$ cat config.mk
export PLATFORM = sky130hd
export DESIGN_NAME = kbd_frame_sequencer
export DESIGN_NICKNAME = d
export VERILOG_FILES = /design/src/rtl/kbd_pkg.sv /design/src/rtl/kbd_event_fifo.sv /design/src/rtl/kbd_frame_sequencer.sv
export SDC_FILE = /design/constraint.sdc
export NUM_CORES = 1
export LEC_CHECK = 0
export CORE_ASPECT_RATIO = 0.9
export CORE_MARGIN = 3
export CORE_UTILIZATION = 50
export CTS_CLUSTER_SIZE = 12
export DETAILED_ROUTE_END_ITERATION = 8
export PLACE_DENSITY = 0.7
export SYNTH_ARGS = -nofsm -noshare
export SYNTH_HDL_FRONTEND = slang
export SYNTH_SLANG_ARGS = --single-unit
$ cat constraint.sdc
create_clock -name clk -period 2.6 [get_ports clk]
set_clock_uncertainty 0.1 [all_clocks]
set_input_delay 0.26 -clock clk [delete_from_list [all_inputs] [get_ports clk]]
set_output_delay 0.26 -clock clk [all_outputs]
set_load 0.01 [all_outputs]
$ cat src/rtl/kbd_pkg.sv
`default_nettype none
// ============================================================================
// Module   : kbd_pkg
// Brief    : Shared constants and types for the PS/2 keyboard receive path.
// Revision : 1.0 - initial release
// ============================================================================
package kbd_pkg;

  localparam logic [7:0] KBD_PREFIX_EXT = 8'hE0;
  localparam logic [7:0] KBD_PREFIX_BRK = 8'hF0;

  typedef enum logic [1:0] {
    IDLE  = 2'd0,
    SHIFT = 2'd1,
    CHECK = 2'd2
  } frame_state_t;

  typedef struct packed {
    logic       ext;
    logic       brk;
    logic [7:0] code;
  } kbd_event_t;

endpackage
`default_nettype wire

$ cat src/rtl/kbd_event_fifo.sv
`default_nettype none
// ============================================================================
// Module   : kbd_event_fifo
// Brief    : Key-event buffer; head entry is always presented, drops on full.
// Revision : 1.0 - initial release
// ============================================================================
module kbd_event_fifo
  import kbd_pkg::*;
#(
  parameter int FIFO_DEPTH = 4
) (
  input  logic       clk,
  input  logic       rst,
  input  logic       i_push,
  input  logic [9:0] i_data,
  input  logic       i_pop_req,
  output logic [9:0] o_head,
  output logic       o_valid,
  output logic       o_overflow
);

  localparam int AW = $clog2(FIFO_DEPTH);

  logic [AW:0] r_wr_ptr;
  logic [AW:0] r_rd_ptr;
  kbd_event_t  r_mem [FIFO_DEPTH];

  logic w_empty;
  logic w_full;
  logic w_pop;
  logic w_wr;

  assign w_empty = (r_wr_ptr == r_rd_ptr);
  assign w_full  = (r_wr_ptr[AW] != r_rd_ptr[AW]) &&
                   (r_wr_ptr[AW-1:0] == r_rd_ptr[AW-1:0]);

  // A pop frees the slot first, so a push into a full buffer that is being
  // drained in the same cycle still lands.
  assign w_pop      = i_pop_req & ~w_empty;
  assign w_wr       = i_push & (~w_full | w_pop);
  assign o_overflow = i_push & w_full & ~w_pop;

  always_ff @(posedge clk or posedge rst) begin
    if (rst) begin
      r_wr_ptr <= '0;
      r_rd_ptr <= '0;
    end else begin
      if (w_wr) begin
        r_wr_ptr <= r_wr_ptr + 1'b1;
      end
      if (w_pop) begin
        r_rd_ptr <= r_rd_ptr + 1'b1;
      end
    end
  end

  // Storage is reset so the head reads as zero before the first event.
  always_ff @(posedge clk or posedge rst) begin
    if (rst) begin
      for (int i = 0; i < FIFO_DEPTH; i++) begin
        r_mem[i] <= '0;
      end
    end else if (w_wr) begin
      r_mem[r_wr_ptr[AW-1:0]] <= kbd_event_t'(i_data);
    end
  end

  assign o_head  = r_mem[r_rd_ptr[AW-1:0]];
  assign o_valid = ~w_empty;

endmodule
`default_nettype wire

$ cat src/rtl/kbd_frame_sequencer.sv
`default_nettype none
// ============================================================================
// Module   : kbd_frame_sequencer
// Brief    : PS/2 receive path: sync, frame, validate, fold E0/F0, buffer.
//            Parity checking is built only when KBD_PARITY_CHECK_EN is defined.
// Revision : 1.0 - initial release
// ============================================================================
module kbd_frame_sequencer
  import kbd_pkg::*;
#(
  parameter int TIMEOUT_CYCLES = 50000,
  parameter int FIFO_DEPTH     = 4
) (
  input  logic       clk,
  input  logic       reset,
  input  logic       ps2_clk,
  input  logic       ps2_data,
  output logic [7:0] key_code,
  output logic       key_ext,
  output logic       key_break,
  output logic       key_valid,
  input  logic       key_ready,
  output logic       frame_err,
  output logic       overflow
);

  localparam int              WDW       = $clog2(TIMEOUT_CYCLES + 1);
  localparam logic [WDW-1:0]  c_timeout = WDW'(TIMEOUT_CYCLES);

  logic r_clk_s1, r_clk_s2, r_clk_hist;
  logic r_data_s1, r_data_s2;
  logic w_fall;

  frame_state_t   r_state;
  frame_state_t   w_state_nxt;
  logic [3:0]     r_bit_cnt;
  logic [10:0]    r_shift;
  logic [WDW-1:0] r_wdog;
  logic           w_timeout;

  logic       w_parity_ok;
  logic       w_frame_ok;
  logic       w_byte_valid;
  logic [7:0] w_byte;
  logic       w_is_ext;
  logic       w_is_brk;
  logic       w_push;
  logic       r_ext_f;
  logic       r_brk_f;
  kbd_event_t w_event;
  logic [9:0] w_head;
  kbd_event_t w_head_evt;

  // Synchronizers and history idle high, matching an undriven PS/2 line.
  always_ff @(posedge clk or posedge reset) begin
    if (reset) begin
      r_clk_s1   <= 1'b1;
      r_clk_s2   <= 1'b1;
      r_clk_hist <= 1'b1;
      r_data_s1  <= 1'b1;
      r_data_s2  <= 1'b1;
    end else begin
      r_clk_s1   <= ps2_clk;
      r_clk_s2   <= r_clk_s1;
      r_clk_hist <= r_clk_s2;
      r_data_s1  <= ps2_data;
      r_data_s2  <= r_data_s1;
    end
  end

  assign w_fall    = r_clk_hist & ~r_clk_s2;
  assign w_timeout = (r_state == SHIFT) && (r_wdog == c_timeout);

  always_ff @(posedge clk or posedge reset) begin
    if (reset) begin
      r_state <= IDLE;
    end else begin
      r_state <= w_state_nxt;
    end
  end

  always_comb begin
    w_state_nxt = r_state;
    case (r_state)
      IDLE: begin
        if (w_fall) begin
          w_state_nxt = SHIFT;
        end
      end
      SHIFT: begin
        if (w_timeout) begin
          w_state_nxt = IDLE;
        end else if (w_fall && (r_bit_cnt == 4'd10)) begin
          w_state_nxt = CHECK;
        end
      end
      CHECK:   w_state_nxt = IDLE;
      default: w_state_nxt = IDLE;
    endcase
  end

  always_comb begin
    w_byte_valid = 1'b0;
    frame_err    = 1'b0;
    case (r_state)
      CHECK: begin
        w_byte_valid = w_frame_ok;
        frame_err    = ~w_frame_ok;
      end
      SHIFT:   frame_err = w_timeout;
      default: ;
    endcase
  end

  // Bits enter at the top so that after 11 shifts bit 0 (start) sits at [0].
  always_ff @(posedge clk or posedge reset) begin
    if (reset) begin
      r_shift   <= '0;
      r_bit_cnt <= '0;
      r_wdog    <= '0;
    end else begin
      case (r_state)
        IDLE: begin
          r_wdog <= '0;
          if (w_fall) begin
            r_shift   <= {r_data_s2, r_shift[10:1]};
            r_bit_cnt <= 4'd1;
          end
        end
        SHIFT: begin
          if (w_timeout) begin
            r_bit_cnt <= '0;
            r_wdog    <= '0;
          end else if (w_fall) begin
            r_shift   <= {r_data_s2, r_shift[10:1]};
            r_bit_cnt <= r_bit_cnt + 4'd1;
            r_wdog    <= '0;
          end else begin
            r_wdog <= r_wdog + 1'b1;
          end
        end
        default: begin
          r_bit_cnt <= '0;
          r_wdog    <= '0;
        end
      endcase
    end
  end

`ifdef KBD_PARITY_CHECK_EN
  assign w_parity_ok = ^r_shift[9:1];
`else
  logic w_unused_parity;
  assign w_unused_parity = r_shift[9];
  assign w_parity_ok     = 1'b1;
`endif

  assign w_frame_ok = ~r_shift[0] & r_shift[10] & w_parity_ok;
  assign w_byte     = r_shift[8:1];
  assign w_is_ext   = (w_byte == KBD_PREFIX_EXT);
  assign w_is_brk   = (w_byte == KBD_PREFIX_BRK);
  assign w_push     = w_byte_valid & ~w_is_ext & ~w_is_brk;
  assign w_event    = '{ext: r_ext_f, brk: r_brk_f, code: w_byte};

  always_ff @(posedge clk or posedge reset) begin
    if (reset) begin
      r_ext_f <= 1'b0;
      r_brk_f <= 1'b0;
    end else if (frame_err) begin
      r_ext_f <= 1'b0;
      r_brk_f <= 1'b0;
    end else if (w_byte_valid) begin
      if (w_is_ext) begin
        r_ext_f <= 1'b1;
      end else if (w_is_brk) begin
        r_brk_f <= 1'b1;
      end else begin
        r_ext_f <= 1'b0;
        r_brk_f <= 1'b0;
      end
    end
  end

  kbd_event_fifo #(
    .FIFO_DEPTH (FIFO_DEPTH)
  ) u_fifo (
    .clk        (clk),
    .rst        (reset),
    .i_push     (w_push),
    .i_data     (w_event),
    .i_pop_req  (key_ready),
    .o_head     (w_head),
    .o_valid    (key_valid),
    .o_overflow (overflow)
  );

  assign w_head_evt = kbd_event_t'(w_head);
  assign key_code   = w_head_evt.code;
  assign key_ext    = w_head_evt.ext;
  assign key_break  = w_head_evt.brk;

endmodule
`default_nettype wire

# After elaboration in Yosys (flattened, before gate mapping)
# Index checks and enable logic that the tools add are counted.
# word_totals
register_bits,86
inputBits,5
output_inout_bits,13
elab_cells,108
# op_classes
addsub,4
order_cmp,3
eq_ne,15
n_mux,30
bitwise,19
n_reduce_logical,12
# ops
operator,n
$mux 16,3
$bwmux 40,1
$mux 10,3
$mux 11,2
$pmux 11 s2,1
$bmux 10 s2,1
$demux 10 s2,1
$add 16x1->16 const B,1
$eq 16x16->1 const B,1
$eq 8x8->1 const B,2
$mux 4,3
$reduce_and 2->1,5
$mux 1,9
$and 1x1->1,8
$not 1->1,8
$pmux 4 s2,1
$add 3x1->3 const B,2
$ge 3x3->1 const B,2
$mux 2,3
$ne 2x2->1 const B,3
$ne 3x3->1 const B,2
$not 2->3,2
$add 4x1->4 const B,1
$eq 4x4->1 const B,1
other kinds (13),17

# Depth between registers and ports, before layout
# depth
depth_word,7
depth_mapped,7
ltp_nobuf,6

# Cells and area by module
# A second synthesis with hierarchy kept.
# unflattened
cells_unflattened,312
area_unflattened_um2,4182.8
# by_module_without_submodules
module,n_inst,cells_per_inst,area_each_um2,seq_area_each_um2
kbd_event_fifo,1,135,2215.9,1151.1
kbd_frame_sequencer,1,177,1966.9,1007.2

# Worst setup path before layout
# OpenSTA, ideal clock, no wires.
# synth_path
path_kind,flip-flop to flip-flop
start,register r_state[0]
end,register u_fifo.r_mem[0] (netlist bit)
setup_time_ns,0.125
arrival_time_ns,1.691
required_ns,2.375
path_slack_ns,0.683
path_stages_with_launch,8
n_path_buf,1
synth_period_minus_slack_ns,1.917
path_cell_list,dfrtp_1 > inv_1 > ha_1 > nand3b_1 > a31oi_4 > nand3_2 > buf_12 > mux2_4
# synth_between
elab_chain_cells,5
# synth_rtl
item,line_no,source
from (decl),kbd_frame_sequencer.sv:34,frame_state_t r_state;
from (signal assigned),kbd_frame_sequencer.sv:78,r_state <= w_state_nxt;
$eq 2x2->1,kbd_frame_sequencer.sv:105,case (r_state)
$mux 1,kbd_frame_sequencer.sv:105,
$and 1x1->1 (2 in a row),kbd_frame_sequencer.sv:162,assign w_push = w_byte_valid & ~w_is_ext & ~w_is_brk;
$and 1x1->1,kbd_event_fifo.sv:40,assign w_wr = i_push & (~w_full | w_pop);
"to (signal, indexed assignment)",kbd_event_fifo.sv:64,r_mem[r_wr_ptr[AW-1:0]] <= kbd_event_t'(i_data);
to (decl),kbd_event_fifo.sv:26,kbd_event_t r_mem [FIFO_DEPTH];
# Every way passes these cells.
# A chain may end at the register's enable or synchronous reset.

# Final worst setup path
# layout_path
start,register r_state[0]
end,output port overflow
# layout_between
elab_chain_cells,6
# layout_rtl
item,line_no,source
$eq 2x2->1,kbd_frame_sequencer.sv:105,
$mux 1,kbd_frame_sequencer.sv:105,
$and 1x1->1 (2 in a row),kbd_frame_sequencer.sv:162,
$and 1x1->1 (2 in a row),kbd_event_fifo.sv:41,assign o_overflow = i_push & w_full & ~w_pop;
to (decl),kbd_frame_sequencer.sv:24,output logic overflow
# Every way passes these cells.

==> flow_metrics.env <==
export IMPL_outcome="completed"
export IMPL_critPathMaxFanout=4
export IMPL_netlist_area_leader_share_pct=49.50
export IMPL_async_reset_ff_share_pct=100.0
export IMPL_hp_class="in -> async"
export IMPL_synth_top_cells_by_area="dfrtp_1, mux2_2, mux4_2"
export IMPL_ant_nets=0
export IMPL_postLayoutCellArea_um2=4634
export IMPL_synth_warnings=0
export IMPL_path_buf_inv=2
export IMPL_antenna_cells=0
export IMPL_power_density_nw_per_um2=718.5
export IMPL_final_cell_mix="dfrtp_1, mux2_2, nor2_1"
export IMPL_postRouteWirelength_mm=7.080
export IMPL_ys_ff_latch=86
export IMPL_die_x_um=101.4
export IMPL_final_common_cell="dfrtp_1"
export IMPL_port_buffers=17
export IMPL_final_max_slew_viol_count=0
export IMPL_hold_violations=0
export IMPL_layout_setup_ws_ns=0.1662
export IMPL_synth_distinct_cells=51
export IMPL_fin_nets=351
export IMPL_syn_to_final_growth_pct=13.17
export IMPL_tns_ns=0
export IMPL_fmax_ghz=0.4109
export IMPL_critPathArrivalTime_ns=2.07
export IMPL_crit_chain="inv_1 -> ha_1 -> nand3b_1 -> nor3_2 -> clkdlybuf4s50_1"
export IMPL_clk_pin_slew_worst_paths_ns=0.09
export IMPL_sw_frac_of_total_pct=30.94
export IMPL_synth_avg_cell_area_um2=13.47
export IMPL_p_int_mw=2.300
export IMPL_h_tree_depth=3
export IMPL_setup_viol=0
export IMPL_ys_seq_area_share_pct=52.70
export IMPL_clockBufferDepth=2
export IMPL_synth_edf_count=0
export IMPL_drc_errors=0
export IMPL_cts_tree="done"
export IMPL_dpl_cell_area_um2=4415
export IMPL_yosys_area_top_type="dfrtp_1"
export IMPL_seq_power_share_pct=50.7
export IMPL_syn_nets=321
export IMPL_rsz0062_at_grt="false"
export IMPL_p_sw_mw=1.030
export IMPL_gr_total_overflow=0
export IMPL_grt_max_degree=44
export IMPL_gp_congestion=0.7729
export IMPL_p_leak_nw=2.115
export IMPL_cts_root_buf="clkbuf_8"
export IMPL_cts_buffers=9
export IMPL_slew_headroom_pct=58.41
export IMPL_cp_top_family="buffers and inverters"
export IMPL_cpPeakStageDelay_ns=0.57
export IMPL_p_comb_share_pct=21.5
export IMPL_start_kind="flop"
export IMPL_num_vias=2437
export IMPL_critPathSlowestCell="clkdlybuf4s50_1"
export IMPL_drv_cap=0
export IMPL_drt_iter0_drc=62
export IMPL_die_area_um2=9314
export IMPL_antenna_found_initial=0
export IMPL_dp_slack_ns=0.3631
export IMPL_finalCriticalPeriod_ns=2.434
export IMPL_grt_pass1_vias=2464
export IMPL_synth_area_um2=4095
export IMPL_wl_per_cell_um=16.28
export IMPL_grt_usage_pct=16.84
export IMPL_via_per_inst=5.602
export IMPL_clockPowerShare_pct=27.8
export IMPL_path_depth=5
export IMPL_reg2regPathDepth=7
export IMPL_start_util_pct=52.96
export IMPL_grt_pass1_wl_mm=12.19
export IMPL_row_count=30
export IMPL_ios=18
export IMPL_core_um2=7732
export IMPL_drt_first_pass_iters=4
export IMPL_cp_required_ns=2.24
export IMPL_holdWs_ns=0.1717
export IMPL_cts_sinks=86
export IMPL_drive_above_1_share_pct=32.15
export IMPL_final_period_utilization_pct=93.61
export IMPL_endpoint_kind="primary output"
export IMPL_insertion_delay_ns=0.35
export IMPL_worst_pin_slew_ns=0.6221
export IMPL_yosys_most_used_dff="dfrtp_1"
export IMPL_dp_hpwl_mm=4.785
export IMPL_worst_setup_path_type="reg -> out"
export IMPL_die_h_um=91.86
export IMPL_ir_drop_mv=0.4663
export IMPL_syn_inst=304
==> state kept, by name (all words and copies together), names as in the netlist, 2 cells and up <==
name	cells
u_fifo.r_wr_ptr	3
r_state	2
u_fifo.r_rd_ptr	3
r_bit_cnt	4
r_wdog	16
r_shift	11
u_fifo.r_mem	40
==> power by group through the flow <==
stage / combinational (mW) / sequential (mW) / clock, mW
global placement: 0.706 / 1.71 / 0
CTS: 0.727 / 1.69 / 0.960
global route: 0.796 / 1.72 / 1.02
detailed placement: 0.719 / 1.71 / 0
finish: 0.717 / 1.69 / 0.926
floorplan: 0.559 / 1.66 / 0
==> per-layer routing <==
metal | GRT usage [%] | part of all wire [%] | routed length, um | vias up
met1 | 23.18 | 48 | 3405 | 1246
met5 | 0 | 0 | 0 | -
li1 | - | - | - | 1155
met3 | 5.095 | 2.5 | 178 | 9
met2 | 25.71 | 48 | 3400 | 27
met4 | 4.983 | 1.4 | 96 | 0
==> cell usage after synthesis (2+ instances only) <==
library cell  number
nor2_1            19
nand4b_1           2
buf_2              4
dfrtp_1           81
dfstp_2            5
mux2_2            44
nand2_1           11
o21ai_0            4
xor2_1             7
a31oi_1            3
nand3_4            3
ha_1              12
nand4_1            6
and3_1             2
mux2_4             9
inv_1             12
xnor2_1           12
and4_1             2
a21oi_1            7
mux4_2            10
nand3_1            9
clkbuf_1           3
nand3b_1           2
nor3_1             3
nor2b_1            3
nor4_1             4
==> per-stage QoR <==
step                      utilization, %  power (mW)  std cells
final                              59.94       3.330        435
after global routing               59.94       3.531        435
after CTS                          59.74       3.375        434
after detailed placement           57.10       2.433        418
after global placement             57.10       2.413        418
after floorplan                        -       2.220        304
==> kinds of logic after synthesis <==
logic type | synth area share, %
xor+xnor | 4.064
simple gates | 12.01
flops | 52.70
mux | 20.90
fa+ha+maj | 3.666
buf+inv | 2.536
compound gates | 4.125
==> worst reg2reg max path, stage by stage, from the launching register on <==
cell and delay [ns]:
dfrtp_1 0.39, inv_1 0.06, ha_1 0.18, and4bb_2 0.22, nand4_1 0.15, buf_4 0.20, nand3_1 0.46, a21oi_1 0.29
==> repair_timing <==
item / CTS / global route
buffers inserted: 0 / 1
hold buffers: 0 / 0
resized for setup: 2 / 2
pin swaps: 0 / 1
endpoints found under the setup margin: 1 / 2
==> final timing paths <==
path                            startpoint    endpoint  slack (ns)
min in group clk                  ps2_data   r_data_s1        0.21
max in group asynchronous            reset  r_clk_hist        1.56
worst min-delay path                 reset  r_wdog[12]        0.17
worst max-delay path            r_state[0]    overflow        0.17
worst min register to register    r_clk_s1    r_clk_s2        0.26
worst max register to register   r_wdog[0]  r_wdog[15]        0.46
==> layout make-up <==
cell class	count	area, um^2
clock buffers	10	137.6
clock inverters	6	61.31
fillers	621	3098
inverters	12	46.29
multi-input cells	197	1843
flip-flops and latches	86	2158
well taps	96	120.1
repair buffers	28	267.8
Note: power is estimated with default switching activity, not from simulation.
